$ cat src/rtl/operand_pkg.sv
// ---------------------------------------------------------------------------
// operand_pkg
// Shared types for the operand feeder in front of the 4-bit registered adder
// pair (c = b + d, a = b + c).
//   OPERAND_W      : operand width, must match the downstream adder
//   operand_pair_t : one buffered {b, d} operand pair
//   feeder_state_t : feeder control state (IDLE / RUN / HOLD)
// ---------------------------------------------------------------------------
package operand_pkg;

    localparam int OPERAND_W = 4;

    typedef struct packed {
        logic [OPERAND_W-1:0] b;
        logic [OPERAND_W-1:0] d;
    } operand_pair_t;

    typedef enum logic [1:0] {
        IDLE = 2'd0,
        RUN  = 2'd1,
        HOLD = 2'd2
    } feeder_state_t;

endpackage : operand_pkg

$ cat src/rtl/sync_fifo.sv
// ---------------------------------------------------------------------------
// sync_fifo
// Single-clock FIFO with no look-ahead: full/empty/count all come straight
// from registered pointers and count, so they only change after a clock edge.
// The head entry is readable combinationally on rd_data; the consumer is
// expected to register it.
//   Clock   : rising-edge clock
//   Reset   : asynchronous active-high reset (pointers and count to 0)
//   wr_en   : write request, ignored when full
//   wr_data : data written at the write pointer
//   rd_en   : read request (pops the head), ignored when empty
//   rd_data : current head entry
//   full    : count == DEPTH
//   empty   : count == 0
//   count   : current occupancy, 0..DEPTH
// ---------------------------------------------------------------------------
module sync_fifo #(
    parameter int WIDTH = 8,
    parameter int DEPTH = 4
) (
    input  logic                       Clock,
    input  logic                       Reset,
    input  logic                       wr_en,
    input  logic [WIDTH-1:0]           wr_data,
    input  logic                       rd_en,
    output logic [WIDTH-1:0]           rd_data,
    output logic                       full,
    output logic                       empty,
    output logic [$clog2(DEPTH):0]     count
);

    localparam int PTR_W = $clog2(DEPTH);
    localparam int CNT_W = PTR_W + 1;

    logic [WIDTH-1:0] mem [DEPTH];

    logic [PTR_W-1:0] wr_ptr_reg;
    logic [PTR_W-1:0] rd_ptr_reg;
    logic [CNT_W-1:0] count_reg;
    logic [CNT_W-1:0] count_next;

    logic wr_ok;
    logic rd_ok;

    assign full  = (count_reg == CNT_W'(DEPTH));
    assign empty = (count_reg == '0);
    assign count = count_reg;

    // Gating here keeps the storage safe even if a caller ignores full/empty.
    assign wr_ok = wr_en && !full;
    assign rd_ok = rd_en && !empty;

    always_comb begin
        count_next = count_reg;
        case ({wr_ok, rd_ok})
            2'b10:   count_next = count_reg + CNT_W'(1);
            2'b01:   count_next = count_reg - CNT_W'(1);
            default: count_next = count_reg;
        endcase
    end

    // Storage carries no reset: stale contents are unreachable once the
    // pointers and count are cleared. Writes happen only on an accepted
    // enqueue, so undriven wr_data never lands in the array.
    always_ff @(posedge Clock) begin
        if (wr_ok) begin
            mem[wr_ptr_reg] <= wr_data;
        end
    end

    assign rd_data = mem[rd_ptr_reg];

    // DEPTH is a power of two, so the pointers wrap by plain overflow.
    always_ff @(posedge Clock or posedge Reset) begin
        if (Reset) begin
            wr_ptr_reg <= '0;
            rd_ptr_reg <= '0;
            count_reg  <= '0;
        end else begin
            if (wr_ok) begin
                wr_ptr_reg <= wr_ptr_reg + PTR_W'(1);
            end
            if (rd_ok) begin
                rd_ptr_reg <= rd_ptr_reg + PTR_W'(1);
            end
            count_reg <= count_next;
        end
    end

endmodule : sync_fifo

$ cat src/rtl/operand_feeder.sv
// ---------------------------------------------------------------------------
// operand_feeder
// Buffers {b, d} operand pairs from a valid/ready producer and feeds one
// registered pair per permitted cycle to the downstream registered adder.
//   Clock      : rising-edge clock
//   Reset      : asynchronous active-high reset
//   in_valid   : producer offers in_b/in_d this cycle
//   in_b, in_d : operand pair to enqueue
//   in_ready   : FIFO can accept (depends on registered fill only)
//   issue_en   : downstream permits a new pair this cycle
//   b, d       : registered operands to the adder
//   op_valid   : b/d were loaded by an issue on the last edge
//   issued_cnt : pairs issued since reset (wraps)
//   fill       : current FIFO occupancy
// ---------------------------------------------------------------------------
module operand_feeder
    import operand_pkg::*;
#(
    parameter int WIDTH = 4,
    parameter int DEPTH = 4,
    parameter int CNT_W = 8
) (
    input  logic                     Clock,
    input  logic                     Reset,
    input  logic                     in_valid,
    input  logic [WIDTH-1:0]         in_b,
    input  logic [WIDTH-1:0]         in_d,
    output logic                     in_ready,
    input  logic                     issue_en,
    output logic [WIDTH-1:0]         b,
    output logic [WIDTH-1:0]         d,
    output logic                     op_valid,
    output logic [CNT_W-1:0]         issued_cnt,
    output logic [$clog2(DEPTH):0]   fill
);

    localparam int FILL_W = $clog2(DEPTH) + 1;

    operand_pair_t wr_pair;
    operand_pair_t head_pair;
    logic          fifo_full;
    logic          fifo_empty;
    logic [FILL_W-1:0] fifo_count;

    logic enq;
    logic iss;
    logic last_issue;

    logic [WIDTH-1:0] b_reg;
    logic [WIDTH-1:0] d_reg;
    logic             op_valid_reg;
    logic [CNT_W-1:0] issued_cnt_reg;

    feeder_state_t state_reg;
    feeder_state_t state_next;

    assign wr_pair.b = in_b;
    assign wr_pair.d = in_d;

    sync_fifo #(
        .WIDTH ($bits(operand_pair_t)),
        .DEPTH (DEPTH)
    ) u_fifo (
        .Clock   (Clock),
        .Reset   (Reset),
        .wr_en   (enq),
        .wr_data (wr_pair),
        .rd_en   (iss),
        .rd_data (head_pair),
        .full    (fifo_full),
        .empty   (fifo_empty),
        .count   (fifo_count)
    );

    // in_ready looks only at the registered occupancy: an issue in the same
    // cycle does not open a slot until the next edge.
    assign in_ready = !fifo_full;
    assign enq      = in_valid && in_ready;
    // An empty FIFO cannot issue, even if an enqueue lands on this edge;
    // the new pair becomes visible on b/d one edge later at the earliest.
    assign iss      = issue_en && !fifo_empty;

    // The final entry leaves and nothing replaces it.
    assign last_issue = iss && !enq && (fifo_count == FILL_W'(1));

    always_comb begin
        state_next = state_reg;
        case (state_reg)
            IDLE: begin
                if (enq) begin
                    state_next = RUN;
                end
            end
            RUN: begin
                if (last_issue) begin
                    state_next = IDLE;
                end else if (!issue_en) begin
                    state_next = HOLD;
                end
            end
            HOLD: begin
                if (issue_en) begin
                    state_next = last_issue ? IDLE : RUN;
                end
            end
            default: state_next = IDLE;
        endcase
    end

    always_ff @(posedge Clock or posedge Reset) begin
        if (Reset) begin
            state_reg <= IDLE;
        end else begin
            state_reg <= state_next;
        end
    end

    // Output register: b/d only load on an issue and otherwise hold, so the
    // downstream adder keeps seeing the last pair while op_valid drops.
    always_ff @(posedge Clock or posedge Reset) begin
        if (Reset) begin
            b_reg          <= '0;
            d_reg          <= '0;
            op_valid_reg   <= 1'b0;
            issued_cnt_reg <= '0;
        end else begin
            op_valid_reg <= iss;
            if (iss) begin
                b_reg          <= head_pair.b;
                d_reg          <= head_pair.d;
                issued_cnt_reg <= issued_cnt_reg + CNT_W'(1);
            end
        end
    end

    assign b          = b_reg;
    assign d          = d_reg;
    assign op_valid   = op_valid_reg;
    assign issued_cnt = issued_cnt_reg;
    assign fill       = fifo_count;

endmodule : operand_feeder

$ cat config.mk
export PLATFORM = sky130hd
export DESIGN_NAME = operand_feeder
export DESIGN_NICKNAME = d
export VERILOG_FILES = /design/src/rtl/operand_pkg.sv /design/src/rtl/sync_fifo.sv /design/src/rtl/operand_feeder.sv
export SDC_FILE = /design/constraint.sdc
export NUM_CORES = 1
export LEC_CHECK = 0
export CORE_AREA = 2 2 72 74
export DETAILED_ROUTE_END_ITERATION = 8
export DIE_AREA = 0 0 74 76
export PLACE_DENSITY = 0.72
export SKIP_CTS_REPAIR_TIMING = 1
export SLEW_MARGIN = 20
export SYNTH_ARGS = -nofsm -noshare
export SYNTH_HDL_FRONTEND = slang
export SYNTH_SLANG_ARGS = --single-unit
export TNS_END_PERCENT = 5
$ cat constraint.sdc
create_clock -name Clock -period 2 [get_ports Clock]
set_clock_uncertainty 0.05 [all_clocks]
set_input_delay 0.5 -clock Clock [delete_from_list [all_inputs] [get_ports Clock]]
set_output_delay 0.5 -clock Clock [all_outputs]
set_load 0.05 [all_outputs]
# Yosys cells after proc, flatten, opt, wreduce, memory -nomap -nowiden
# Memories as Yosys holds them, arrays and structs flattened. A register that Yosys moved wholly into a read port is not among the register bits.
# Index checks and enable logic that the tools add are counted.
[word_totals]
latchBits = 0
register_bits = 16
mem_count = 1
ram_bits = 32
rom_bits = 0
[memory_table]
columns = ["name", "depth", "word_bits", "rd", "rd_ports_with_merged_regs", "write_ports", "line_no", "rtl"]
rows = [
  ["u_fifo.mem", 4, 8, 1, 1, 1, "sync_fifo.sv:35", "logic [WIDTH-1:0] mem [DEPTH];"],
]
[classes]
n_reduce_logical = 8
n_div = 0
order_cmp = 0
bitwise = 0
muxes = 3
n_mul = 0
n_addsub = 5
n_eq_ne = 3
shift = 0
[op_table]
columns = ["cell", "n"]
rows = [
  ["adder 8 x 1 -> 8 bit (second input constant)", 1],
  ["case mux 3 bit (2 select lines)", 1],
  ["adder 2 x 1 -> 2 bit (second input constant)", 2],
  ["logical AND 1 bit", 4],
  ["adder 3 x 1 -> 3 bit (second input constant)", 1],
  ["equality test 3 bit (second input constant)", 1],
  ["zero test 3 bit", 1],
  ["subtractor 3 x 1 -> 3 bit (second input constant)", 1],
  ["equality test 2 x 1 -> 1 bit (second input constant)", 1],
  ["equality test 2 bit (second input constant)", 1],
  ["zero test 1 bit", 2],
  ["two-way mux 1 bit", 2],
  ["nonzero test 2 bit", 1],
]

# Logic depth before layout (Yosys ltp)
[depth]
depth_word = 6
mapped_depth = 9
mapped_depth_nobuf = 9

# Hierarchy
# Synthesis repeated with hierarchy kept, for this count alone.
[hier_totals]
hier_cells = 127
hier_area_um2 = 2289.7
[modules_own_cells]
columns = ["mod", "cells_per_inst", "area_per_inst_um2", "instances"]
rows = [
  ["sync_fifo", 80, 1596.5, 1],
  ["operand_feeder", 47, 693.2, 1],
]

# Worst setup path before layout
# Ideal clock, no wire load.
[synth_timing]
kind = "reg-to-reg"
startpoint = "reg u_fifo.count_reg[2] (netlist: u_fifo.count[2])"
endpoint = "reg u_fifo.count_reg[2] (netlist: u_fifo.count[2])"
arrival_time_ns = 2.386
setup_slack_ns = -0.584
required_time_ns = 1.802
setup_ns = 0.148
synth_period_minus_slack_ns = 2.584
stages_incl_launch_ff = 10
path_cell_list = "dfrtp_1 or3b_4 and2_4 inv_1 ha_1 inv_1 fa_1 xor2_1 nor2_1 xor2_1"
[synth_between]
elab_chain_len = 6
word_cells_on_any_way = 14
classes_between = "add/sub (2); eq/ne (3); mux (1); reduce/logical (8)"
[synth_rtl]
columns = ["element", "line_no", "rtl"]
rows = [
  ["from (decl)", "sync_fifo.sv:39", "logic [CNT_W-1:0] count_reg;"],
  ["from (signal assigned)", "sync_fifo.sv:86", "count_reg <= count_next;"],
  ["equality test 3 bit *", "sync_fifo.sv:45", "assign full = (count_reg == CNT_W'(DEPTH));"],
  ["zero test 1 bit *", "operand_feeder.sv:77", "assign in_ready = !fifo_full;"],
  ["via in_ready", "operand_feeder.sv:28", "output logic in_ready,"],
  ["logical AND 1 bit", "operand_feeder.sv:78", "assign enq = in_valid && in_ready;"],
  ["logical AND 1 bit *", "sync_fifo.sv:50", "assign wr_ok = wr_en && !full;"],
  ["equality test 2 x 1 -> 1 bit or equality test 2 bit (tied branches)", "sync_fifo.sv:55", "case ({wr_ok, rd_ok})"],
  ["case mux 3 bit (2 select lines) or nonzero test 2 bit (tied branches)", "n/a", ""],
]
# Mark *: on every way through the listed nets, which the timed path passes. The rest lies on a longest branch.
# A chain may end at the register's enable or synchronous reset.

# Worst setup path in the final report
[layout_timing]
startpoint = "reg u_fifo.count_reg[0] (netlist: u_fifo.count[0])"
endpoint = "reg u_fifo.count_reg[2] (netlist: u_fifo.count[2])"
[layout_between]
elab_chain_len = 6
word_cells_on_any_way = 14
classes_between = "add/sub (2); eq/ne (3); mux (1); reduce/logical (8)"
[layout_rtl]
columns = ["element", "line_no"]
rows = [
  ["equality test 3 bit or zero test 3 bit (tied branches)", "sync_fifo.sv:45, sync_fifo.sv:46"],
  ["zero test 1 bit, on equally long branches", "n/a"],
  ["logical AND 1 bit, on equally long branches", "operand_feeder.sv:78, operand_feeder.sv:81"],
  ["logical AND 1 bit, on equally long branches", "sync_fifo.sv:50, sync_fifo.sv:51"],
  ["equality test 2 x 1 -> 1 bit or equality test 2 bit (tied branches)", "sync_fifo.sv:55"],
  ["case mux 3 bit (2 select lines) or nonzero test 2 bit (tied branches)", "n/a"],
]
# Several ways; a longest one is shown, not always the timed one.

==> flow_metrics.env <==
export IMPL_status="complete, but fails checks"
export IMPL_violations="setup timing"
export IMPL_reg2reg_depth=9
export IMPL_cap_violations=0
export IMPL_grt_pass1_vias=1357
export IMPL_grtUsageTotal_pct=15.40
export IMPL_layout_drive_gt1_share_pct=32.98
export IMPL_required_ns=2.18
export IMPL_synth_top_area_cell="edfxtp_1"
export IMPL_max_freq_mhz=482.0
export IMPL_grt_max_degree=25
export IMPL_leakage_nw=1.173
export IMPL_critPathMaxFanout=2
export IMPL_ys_warn_count=0
export IMPL_startpoint_type="register"
export IMPL_routed_wl_mm=3.974
export IMPL_regToRegSetupSlack_ns=-0.07
export IMPL_yosys_register_bits=56
export IMPL_worstHoldEndpoint="issued_cnt[7]"
export IMPL_drtIter0Drc=84
export IMPL_dieArea_um2=5624
export IMPL_rr_startpoint="u_fifo.count[0]"
export IMPL_synth_top_cell_area_share_pct=42.62
export IMPL_synth_nets=163
export IMPL_dp_final_hpwl_mm=2.858
export IMPL_worstSetupPathType="register to register"
export IMPL_multi_input_area_um2=660.6
export IMPL_cts_tree="built"
export IMPL_power_density_nw_per_um2=1635
export IMPL_ir_worst_vdd_v=0.0007321
export IMPL_antenna_left=0
export IMPL_rsz0062_at_grt="yes"
export IMPL_crit_path_end_kind="register"
export IMPL_synth_avg_cell_area_um2=15.66
export IMPL_portBuffers=32
export IMPL_final_seq_area_um2=1565
export IMPL_largest_register_ffs=32
export IMPL_ys_seq_area_share_pct=69.26
export IMPL_vias_per_cell=4.927
export IMPL_cts_root_buf="clkbuf_8"
export IMPL_vias=1286
export IMPL_die_h_um=76
export IMPL_worstMarginPinSlew_ns=0.3805
export IMPL_overflow=0
export IMPL_holdWs_ns=0.4201
export IMPL_setup_viol=1
export IMPL_fill_cells=383
export IMPL_layout_worst_path_cycle_share_pct=103.7
export IMPL_drc=0
export IMPL_htree_levels=2
export IMPL_hold_class="register to register"
export IMPL_synth_area_leaders="edfxtp_1 (43%), dfrtp_1 (27%), mux4_2 (8.0%)"
export IMPL_rows=26
export IMPL_worst_slack_ns=-0.07460
export IMPL_hp_start="issued_cnt[7]"
export IMPL_firstDrtPassIters=4
export IMPL_floorplan_initialDensity_pct=45.90
export IMPL_hold_viol_final=0
export IMPL_area_growth_pct=24.64
export IMPL_synth_area_um2=2255
export IMPL_period_needed_ns=2.075
export IMPL_r2r_end="u_fifo.count[2]"
export IMPL_syn_inst=144
export IMPL_worst_ep_arrival_time_ns=2.25
export IMPL_diodes=0
export IMPL_grt_pass1_wl_mm=6.520
export IMPL_place_ws_ns=-0.3774
export IMPL_pin_count=33
export IMPL_core_area_um2=4912
export IMPL_gp_congestion=0.7921
export IMPL_max_slew_margin_rel_pct=74.63
export IMPL_fin_util_pct=57.21
export IMPL_clk_pin_slew_ns=0.10
export IMPL_die_w_um=74
export IMPL_clock_sinks=56
export IMPL_clock_path_buffers=2
export IMPL_nNetsFinal=209
export IMPL_placed_area_um2=2706
export IMPL_routedWlPerCell_um=15.23
export IMPL_maxSlewViolCount=0
export IMPL_yosysUniqueCellTypes=22
export IMPL_grt_antenna_before_repair=0
export IMPL_finalInstanceArea_um2=2810
export IMPL_cts_made_buffers=5
export IMPL_clkLatencyLatePin_ns=0.31
export IMPL_holdPathStages=1
-- critical path, cell delays in order, from the launching register on --
cell	delay, ns
dfrtp_2	0.41
or3b_4	0.39
and2_4	0.15
inv_2	0.06
ha_4	0.12
inv_2	0.04
fa_2	0.33
xor2_1	0.14
nor2_1	0.12
xor2_1	0.18
-- area by class of cell --
type / count / share of cell area [%]
sequential: 56 / 55.70
multi-input combinational: 76 / 23.51
timing repair buffer: 43 / 13.18
tap: 70 / 3.117
clock buffer: 5 / 2.449
inverter: 8 / 1.069
clock inverter: 3 / 0.9795
-- worst max path at each step --
stage | start | end | slack [ns]
after global placement | issue_en | u_fifo.count[2] | -0.26
after detailed placement | issue_en | u_fifo.count[2] | -0.38
after CTS | u_fifo.count[0] | u_fifo.count[2] | -0.13
after floorplan | u_fifo.count[2] | u_fifo.count[2] | -0.35
after global routing | u_fifo.count[0] | u_fifo.count[2] | -0.16
final | u_fifo.count[0] | u_fifo.count[2] | -0.07
-- routing by layer --
metal | up-vias | GRT usage [%] | part of all wire (%)
met1 | 656 | 19.29 | 41
li1 | 597 | - | -
met3 | 3 | 3.175 | 3.4
met2 | 30 | 27.14 | 55
met5 | - | 0 | 0
met4 | 0 | 3.273 | 0.50
-- placed cells by master, fill, tap and decap left out, types with 2 or more instances in the layout --
cell	count
inv_2	2
nand2_1	30
clkbuf_8	5
dfrtp_2	3
nor2_1	2
and3_2	4
mux4_2	8
buf_4	30
clkdlybuf4s50_1	11
nand4_1	3
edfxtp_1	32
ha_1	5
xnor2_1	8
inv_1	6
nor3_1	2
dfrtp_1	21
xor2_1	5
-- cells in the mapped netlist --
cell type	instances
mux4_2	8
nor2_1	2
mux2_4	1
nand2_1	30
edfxtp_1	32
and3_2	4
mux2i_1	1
ha_1	6
and2_4	1
and3_1	1
inv_1	8
xor2_1	5
o31ai_4	1
fa_1	1
nor3_1	2
buf_2	2
nand3_1	1
nand4_1	3
or3b_4	1
dfrtp_1	24
xnor2_1	8
clkbuf_1	2
-- power breakdown --
group | leakage [nW] | switching [mW] | internal (mW)
sequential | 0.583 | 0.254 | 1.60
clock | 0.0463 | 0.381 | 0.258
combinational | 0.544 | 1.26 | 0.842
-- logic make-up after synthesis --
| group | synth area share, % |
|---|---|
| flip-flops | 69.26 |
| AND/OR/NAND/NOR | 9.323 |
| XOR/XNOR | 5.050 |
| buffers and inverters | 2.109 |
| multiplexers | 9.101 |
| adder cells (fa/ha/maj) | 4.217 |
| AO/OA/AOI/OAI | 0.9434 |
-- per-stage QoR --
stage	cells	setup TNS (ns)	power (mW)
after floorplan	144	-0.5647	3.279
after global placement	253	-0.3985	3.883
after detailed placement	253	-0.5648	3.992
after CTS	261	-0.1357	4.631
after global routing	261	-0.1688	4.868
final	261	-0.07460	4.594
No activity file was read; power rests on OpenSTA's default activity.
